## config.mk

```make
export PLATFORM = sky130hd
export DESIGN_NAME = sequence_generator
export DESIGN_NICKNAME = d
export VERILOG_FILES = /design/src/rtl/seq_gen_pkg.sv /design/src/rtl/sequence_generator_seg7.sv /design/src/rtl/sequence_generator.sv
export SDC_FILE = /design/constraint.sdc
export NUM_CORES = 1
export LEC_CHECK = 0
export CORE_UTILIZATION = 52
export DETAILED_ROUTE_END_ITERATION = 10
export PLACE_DENSITY = 0.8
export SYNTH_ARGS = -nofsm -noshare
export SYNTH_HDL_FRONTEND = slang
export SYNTH_SLANG_ARGS = --single-unit
```

## constraint.sdc

```tcl
create_clock -name clk -period 2.1 [get_ports clk]
set_input_delay 0.315 -clock clk [delete_from_list [all_inputs] [get_ports clk]]
set_output_delay 0.315 -clock clk [all_outputs]
set_load 0.05 [all_outputs]
```

## src/rtl/seq_gen_pkg.sv

```systemverilog
// Shared types and constants for the serial pattern transmitter.
// Holds the FSM state encoding, the 7-segment hex glyphs and the default idle line level.
package seq_gen_pkg;

    typedef enum logic [1:0] {
        S_IDLE = 2'd0,
        S_SEND = 2'd1,
        S_GAP  = 2'd2
    } state_t;

    localparam logic DEF_IDLE_LEVEL = 1'b1;

    // Segment order {g,f,e,d,c,b,a}, active high
    localparam logic [6:0] SEG_HEX [0:15] = '{
        7'h3F, 7'h06, 7'h5B, 7'h4F, 7'h66, 7'h6D, 7'h7D, 7'h07,
        7'h7F, 7'h6F, 7'h77, 7'h7C, 7'h39, 7'h5E, 7'h79, 7'h71
    };

endpackage

```

## src/rtl/sequence_generator_seg7.sv

```systemverilog
// Combinational hex digit to 7-segment decoder with a pass-through decimal point.
// Output is {dp,g,f,e,d,c,b,a}; zero latency.
module seg7_hex_decoder
    import seq_gen_pkg::*;
(
    input  logic [3:0] val,
    input  logic       dp,
    output logic [7:0] seg
);

    assign seg = {dp, SEG_HEX[val]};

endmodule

```

## src/rtl/sequence_generator.sv

```systemverilog
// Serial pattern transmitter: latches a pattern and shifts it out MSB-first at the tick rate,
// optionally repeating with an idle gap; frame count shown on a 7-segment digit.
module sequence_generator
    import seq_gen_pkg::*;
#(
    parameter int   MAX_LEN    = 8,
    parameter int   LEN_W      = 4,
    parameter int   CNT_W      = 4,
    parameter logic IDLE_LEVEL = DEF_IDLE_LEVEL
) (
    input  logic               clk,
    input  logic               rst,
    input  logic               tick,
    input  logic               start,
    input  logic               stop,
    input  logic               repeat_en,
    input  logic [MAX_LEN-1:0] pat,
    input  logic [LEN_W-1:0]   len,
    input  logic [3:0]         gap,
    output logic               serial_out,
    output logic               bit_valid,
    output logic               busy,
    output logic               frame_done,
    output logic [CNT_W-1:0]   frame_cnt,
    output logic [7:0]         seg
);

    localparam int IDX_W = (MAX_LEN > 1) ? $clog2(MAX_LEN) : 1;

    state_t             state_q, state_d;
    logic [MAX_LEN-1:0] pat_q, pat_d;
    logic [LEN_W-1:0]   len_q, len_d;
    logic [3:0]         gap_len_q, gap_len_d;
    logic [IDX_W-1:0]   idx_q, idx_d;
    logic [3:0]         gap_cnt_q, gap_cnt_d;
    logic               serial_out_q, serial_out_d;
    logic               bit_valid_q, bit_valid_d;
    logic               frame_done_q, frame_done_d;
    logic [CNT_W-1:0]   frame_cnt_q, frame_cnt_d;

    logic [LEN_W-1:0]   len_clamped;
    logic [IDX_W-1:0]   last_idx;

    assign len_clamped = (len > LEN_W'(MAX_LEN)) ? LEN_W'(MAX_LEN) : len;
    assign last_idx    = IDX_W'(len_q - 1'b1);

    always_comb begin
        state_d      = state_q;
        pat_d        = pat_q;
        len_d        = len_q;
        gap_len_d    = gap_len_q;
        idx_d        = idx_q;
        gap_cnt_d    = gap_cnt_q;
        serial_out_d = serial_out_q;
        bit_valid_d  = 1'b0;
        frame_done_d = 1'b0;
        frame_cnt_d  = frame_cnt_q;

        if (stop) begin
            state_d      = S_IDLE;
            serial_out_d = IDLE_LEVEL;
        end else begin
            unique case (state_q)
                S_IDLE: begin
                    if (tick) begin
                        serial_out_d = IDLE_LEVEL;
                    end
                    if (start && (len != '0)) begin
                        state_d   = S_SEND;
                        pat_d     = pat;
                        len_d     = len_clamped;
                        gap_len_d = gap;
                        idx_d     = IDX_W'(len_clamped - 1'b1);
                    end
                end
                S_SEND: begin
                    if (tick) begin
                        serial_out_d = pat_q[idx_q];
                        bit_valid_d  = 1'b1;
                        if (idx_q == '0) begin
                            frame_done_d = 1'b1;
                            frame_cnt_d  = frame_cnt_q + 1'b1;
                            if (repeat_en && (gap_len_q != 4'd0)) begin
                                state_d   = S_GAP;
                                gap_cnt_d = gap_len_q;
                            end else if (repeat_en) begin
                                idx_d = last_idx;
                            end else begin
                                state_d = S_IDLE;
                            end
                        end else begin
                            idx_d = idx_q - 1'b1;
                        end
                    end
                end
                S_GAP: begin
                    // Counter holds the ticks still to idle; the last one re-arms the frame.
                    if (tick) begin
                        serial_out_d = IDLE_LEVEL;
                        if (gap_cnt_q == 4'd1) begin
                            state_d = S_SEND;
                            idx_d   = last_idx;
                        end else begin
                            gap_cnt_d = gap_cnt_q - 1'b1;
                        end
                    end
                end
                default: begin
                    state_d      = S_IDLE;
                    serial_out_d = IDLE_LEVEL;
                end
            endcase
        end
    end

    always_ff @(posedge clk or posedge rst) begin
        if (rst) begin
            state_q      <= S_IDLE;
            pat_q        <= '0;
            len_q        <= '0;
            gap_len_q    <= '0;
            idx_q        <= '0;
            gap_cnt_q    <= '0;
            serial_out_q <= IDLE_LEVEL;
            bit_valid_q  <= 1'b0;
            frame_done_q <= 1'b0;
            frame_cnt_q  <= '0;
        end else begin
            state_q      <= state_d;
            pat_q        <= pat_d;
            len_q        <= len_d;
            gap_len_q    <= gap_len_d;
            idx_q        <= idx_d;
            gap_cnt_q    <= gap_cnt_d;
            serial_out_q <= serial_out_d;
            bit_valid_q  <= bit_valid_d;
            frame_done_q <= frame_done_d;
            frame_cnt_q  <= frame_cnt_d;
        end
    end

    assign serial_out = serial_out_q;
    assign bit_valid  = bit_valid_q;
    assign frame_done = frame_done_q;
    assign frame_cnt  = frame_cnt_q;
    assign busy       = (state_q != S_IDLE);

    seg7_hex_decoder u_seg (
        .val (4'(frame_cnt_q)),
        .dp  (busy),
        .seg (seg)
    );

endmodule

```

Word-level counts from Yosys, hierarchy flattened. Memories as Yosys holds them, arrays and structs flattened. Cells that the tools add are included.

Add/subtract/negate cells: 5. Equal/unequal tests: 19. Bitwise logic cells: 2. Multiplexer cells: 39. Magnitude comparators: 3. Reductions and logical operators: 16.

Operators with widths (number): $mux W3 (8); $ne A3 B3 Y1 const B (7); $mux W4 (5); $mux W2 (8); $mux W7 (2); $ne A2 B2 Y1 const B (7); $mux W1 (11); $pmux W3 S3 (1); $sub A3 B1 Y3 const B (3); $pmux W4 S2 (1); $reduce_and A8 Y1 (1); $reduce_bool A4 Y1 (2); $reduce_and A7 Y1 (1); $pmux W2 S3 (1); $reduce_and A6 Y1 (1); $ge A5 B5 Y1 const B (1); $not A4 Y5 (1); $add A4 B1 Y4 const B (1); $eq A4 B1 Y1 const B (1); $gt A4 B4 Y1 const B (1); $lt A3 B4 Y1 const B (1); $ne A4 B4 Y1 const B (1); $reduce_and A4 Y1 (1); $reduce_bool A2 Y1 (2); 14 further kinds (15).

Register bits: 31. Output and inout bits: 16. Logic and storage cells: 95. ROM bits: 112. Bits of input ports: 22. Memories kept: 1.

Memory list: (name not given) (words 16, width 7, read ports 1, clocked after memory_dff 0, write ports 0, line sequence_generator_seg7.sv:11) `assign seg = {dp, SEG_HEX[val]};`.

Logic depth before layout (Yosys ltp).
Depth in word-level cells: 7. Depth in mapped cells: 7. Mapped depth without buffers: 6.

By module. From an unflattened synthesis, not the netlist that was laid out.

Cells, all modules: 194. Area, all modules: 2070.7 µm².

Modules (own cells, without submodules): sequence_generator (times used 1, sequential area each 777.0 µm², area each 1773.0 µm², cells an instance 160); seg7_hex_decoder (times used 1, sequential area each 0.0 µm², area each 297.8 µm², cells an instance 34).

Least setup slack after synthesis. No wires, ideal clock.

Path kind: register to output. From: register frame_cnt_q[1] (netlist: frame_cnt[1]). To: output port seg[5]. Data required time: 1.785 ns. Path buffers: 0. Slack: -0.324 ns. Data arrival time: 2.109 ns. Cell stages (with the launch flop): 6. Cell sequence: dfrtp_1 > inv_1 > ha_1 > nand2_1 > o21ai_0 > a21oi_1.

Cells in the longest elaborated chain, start to end: 4.

RTL lines: from (decl) (line sequence_generator.sv:39) `logic [CNT_W-1:0] frame_cnt_q, frame_cnt_d;`; from (signal assigned) (line sequence_generator.sv:138) `frame_cnt_q <= frame_cnt_d;`; $not A4 Y5 (implied by the code) (line sequence_generator_seg7.sv:11); $mem_v2 Z16 W7; $mux W7 (implied by the code) (2 in a row) (line sequence_generator_seg7.sv:11); to (decl) (line sequence_generator.sv:25) `output logic [7:0] seg`.

Every way passes these cells. The select of a mux whose other input is x is not followed.

Worst setup path after layout.
From: register frame_cnt_q[0] (netlist: frame_cnt[0]). To: output port seg[3].

Same word-level chain as after synthesis.

==> results.sh <==
export IMPL_ir_drop_uv=779
export IMPL_port_buffers=37
export IMPL_holdWs_ps=408
export IMPL_synthCells=200
export IMPL_rsz0062_at_grt="true"
export IMPL_cts_buffer_depth=2
export IMPL_drt_iter0_drc=122
export IMPL_initial_core_util=0.550
export IMPL_grt_start_max_net_pins=32
export IMPL_cp_arrival_ps=1770
export IMPL_period_needed_ps=2090
export IMPL_min_period_over_period=0.994
export IMPL_ant_nets=0
export IMPL_r2r_end="idx_q[2]$_DFFE_PP0P_"
export IMPL_end_kind="output pin"
export IMPL_cts_tree="done"
export IMPL_worst_slew_pin_slew_ps=735
export IMPL_p_leak_nw=1.23
export IMPL_drt_vias_per_instance=5.55
export IMPL_htree_levels=2
export IMPL_yosys_warnings=0
export IMPL_drc_errors=0
export IMPL_synth_edf_count=0
export IMPL_required_ps=1780
export IMPL_synth_area_leaders="dfrtp_1 37%, ha_1 11%, mux2_2 8.3%"
export IMPL_seq_area_um2=781
export IMPL_slew_headroom=0.508
export IMPL_fp_dieW_um=64.5
export IMPL_reg2regPathDepth=8
export IMPL_clk_pin_slew_ps=70
export IMPL_yosys_register_bits=31
export IMPL_place_ws_ps=-348
export IMPL_synthesis_nets=240
export IMPL_coreArea_mm2=0.00369
export IMPL_cts_buffers=5
export IMPL_max_cap_viol_count=0
export IMPL_synth_flop_cell="dfrtp_1"
export IMPL_final_hold_viol_count=0
export IMPL_routedWlPerCell_um=14.8
export IMPL_num_vias=1709
export IMPL_powerDensity_mw_per_mm2=1430
export IMPL_antenna_found_initial=0
export IMPL_r2r_start="state_q[1]$_DFFE_PP0P_"
export IMPL_syn_to_final_growth_pct=39.7
export IMPL_io_pins=38
export IMPL_yosys_area_top_type_share=0.370
export IMPL_async_reset_ff_frac=1.00
export IMPL_cp_startpoint="frame_cnt[0]$_DFFE_PP0P_"
export IMPL_worst_slack_ps=13.5
export IMPL_r2r_setup_slack_ps=130
export IMPL_ys_seq_area_frac=0.383
export IMPL_setup_viol=0
export IMPL_min_delay_path_class="in2async"
export IMPL_die_height_um=64.5
export IMPL_insertion_delay_ps=280
export IMPL_cts_root_buf="clkbuf_8"
export IMPL_fmax_mhz=479
export IMPL_crit_fanout=5
export IMPL_routabilityCongestion=0.882
export IMPL_multi_input_area_mm2=0.00121
export IMPL_drive_gt1_frac=0.315
export IMPL_clock_skew_final_ps=7.77
export IMPL_synth_area_leader_cell="dfrtp_1"
export IMPL_finalMaxSlewViolations=0
export IMPL_routed_wl_um=4570
export IMPL_syn_area_per_cell_um2=10.1
export IMPL_overflow=0
export IMPL_ctsHoldBuffers=0
export IMPL_synth_area_mm2=0.00203
export IMPL_outcome="completed"
export IMPL_row_count=22
export IMPL_ys_types=45
export IMPL_grt_pass1_vias=1639
export IMPL_fin_setup_tns_ps=0
export IMPL_critPathKind="reg2out"
export IMPL_cp_cell_sequence="inv_4, ha_4, inv_2, mux4_2, clkinvlp_4, buf_12"
export IMPL_die_area_mm2=0.00416
export IMPL_final_nets=299
export IMPL_grt_pass1_wl_um=7600
export IMPL_grt_usage=0.237
export IMPL_start_kind="flip-flop"
export IMPL_clock_sinks=31
export IMPL_fillers=252
export IMPL_slowest_stage="mux4_2"
export IMPL_crit_path_max_incr_delay_ps=480
export IMPL_first_pass_iters=4
export IMPL_dpl_hpwl_um=3110
export IMPL_diodes=0
-- metrics by stage --
| stage | utilization | cells | power, W | cell area [um^2] |
|---|---|---|---|---|
| floorplan | - | 200 | 0.00250 | 2050 |
| global placement | 0.709 | 293 | 0.00324 | 2620 |
| detailed placement | 0.709 | 293 | 0.00329 | 2620 |
| CTS | 0.746 | 303 | 0.00385 | 2750 |
| global route | 0.769 | 308 | 0.00426 | 2840 |
| finish | 0.769 | 308 | 0.00404 | 2840 |
-- sequential cells by signal, indices dropped and copies added (netlist names) --
register	count
gap_cnt_q	4
gap_len_q	4
state_q	2
serial_out	1
idx_q	3
frame_done	1
pat_q	8
bit_valid	1
len_q	3
frame_cnt	4
-- critical path: cells and delay by family (launching register included) --
kind,cells,cell delay (ps)
multiplexers,1,480
adder cells (fa/ha/maj),1,270
buffers and inverters,4,330
flip-flops,1,400
-- where the power goes --
group          leakage [nW]  total, W  internal (W)  switching, W
Clock                0.0443  0.000477      0.000236      0.000241
Sequential            0.373   0.00106      0.000835      0.000221
Combinational         0.809   0.00251       0.00119       0.00131
Total                  1.23   0.00404       0.00227       0.00177
-- per-layer routing --
metal	up-vias	part of all wire	wire length [um]	track usage
met4	0	0.016	74	0.0722
li1	824	-	-	-
met1	831	0.44	2030	0.323
met2	46	0.50	2290	0.389
met3	8	0.038	175	0.0387
met5	-	0	0	0
-- cell usage in the layout, fill, tap and decap left out, drive strengths merged, types with 7 or more instances in the layout --
cell,n
buf,34
dfrtp,30
clkdlybuf4s50,26
inv,18
ha,18
mux2,16
nor2,13
nand2,12
o21ai,10
nand2b,8
a31oi,7
-- repair_timing --
action                     in CTS  in global routing
setup buffers                   2                  5
setup endpoints to repair      15                  2
gates resized for setup         7                  8
-- synthesized netlist by cell type (all sizes together), types with 2 or more instances --
library cell and count:
a22oi 2, nand3 4, mux2 16, mux2i 5, buf 2, nor3 5, a21oi 5, clkbuf 6
nand4 3, a31oi 7, o41ai 2, dfrtp 30, mux4 3, nand3b 2, nor2 13, xnor2 5
o21ai 10, inv 19, ha 18, nor2b 5, nand2b 8, nand2 12
-- cell type report --
class	instances	share of cell area
sequential	31	0.275
clock inverter	3	0.00883
timing repair buffer	60	0.215
clock buffer	5	0.0243
tap	48	0.0212
multi-input combinational	142	0.427
inverter	19	0.0282
-- cells by family (layout without fill, tap and decap cells) --
family	Yosys count	in the layout	share of synthesized area
AO/OA/AOI/OAI	40	40	0.139
flip-flops	31	31	0.383
multiplexers	24	24	0.147
buffers and inverters	27	87	0.0524
AND/OR/NAND/NOR	55	55	0.146
XOR/XNOR	5	5	0.0216
adder cells (fa/ha/maj)	18	18	0.111
-- worst max path at each step --
| stage | end | slack [ps] | depth (start not counted) |
|---|---|---|---|
| after global placement | gap_len_q[0]$_DFFE_PP0P_ | -290 | 5 |
| after CTS | seg[3] | 8 | 6 |
| after detailed placement | gap_len_q[1]$_DFFE_PP0P_ | -350 | 5 |
| after floorplan | seg[3] | 30 | 5 |
| final | seg[3] | 10 | 6 |
| after global routing | seg[3] | -40 | 6 |
No activity file was read; power rests on OpenSTA's default activity.
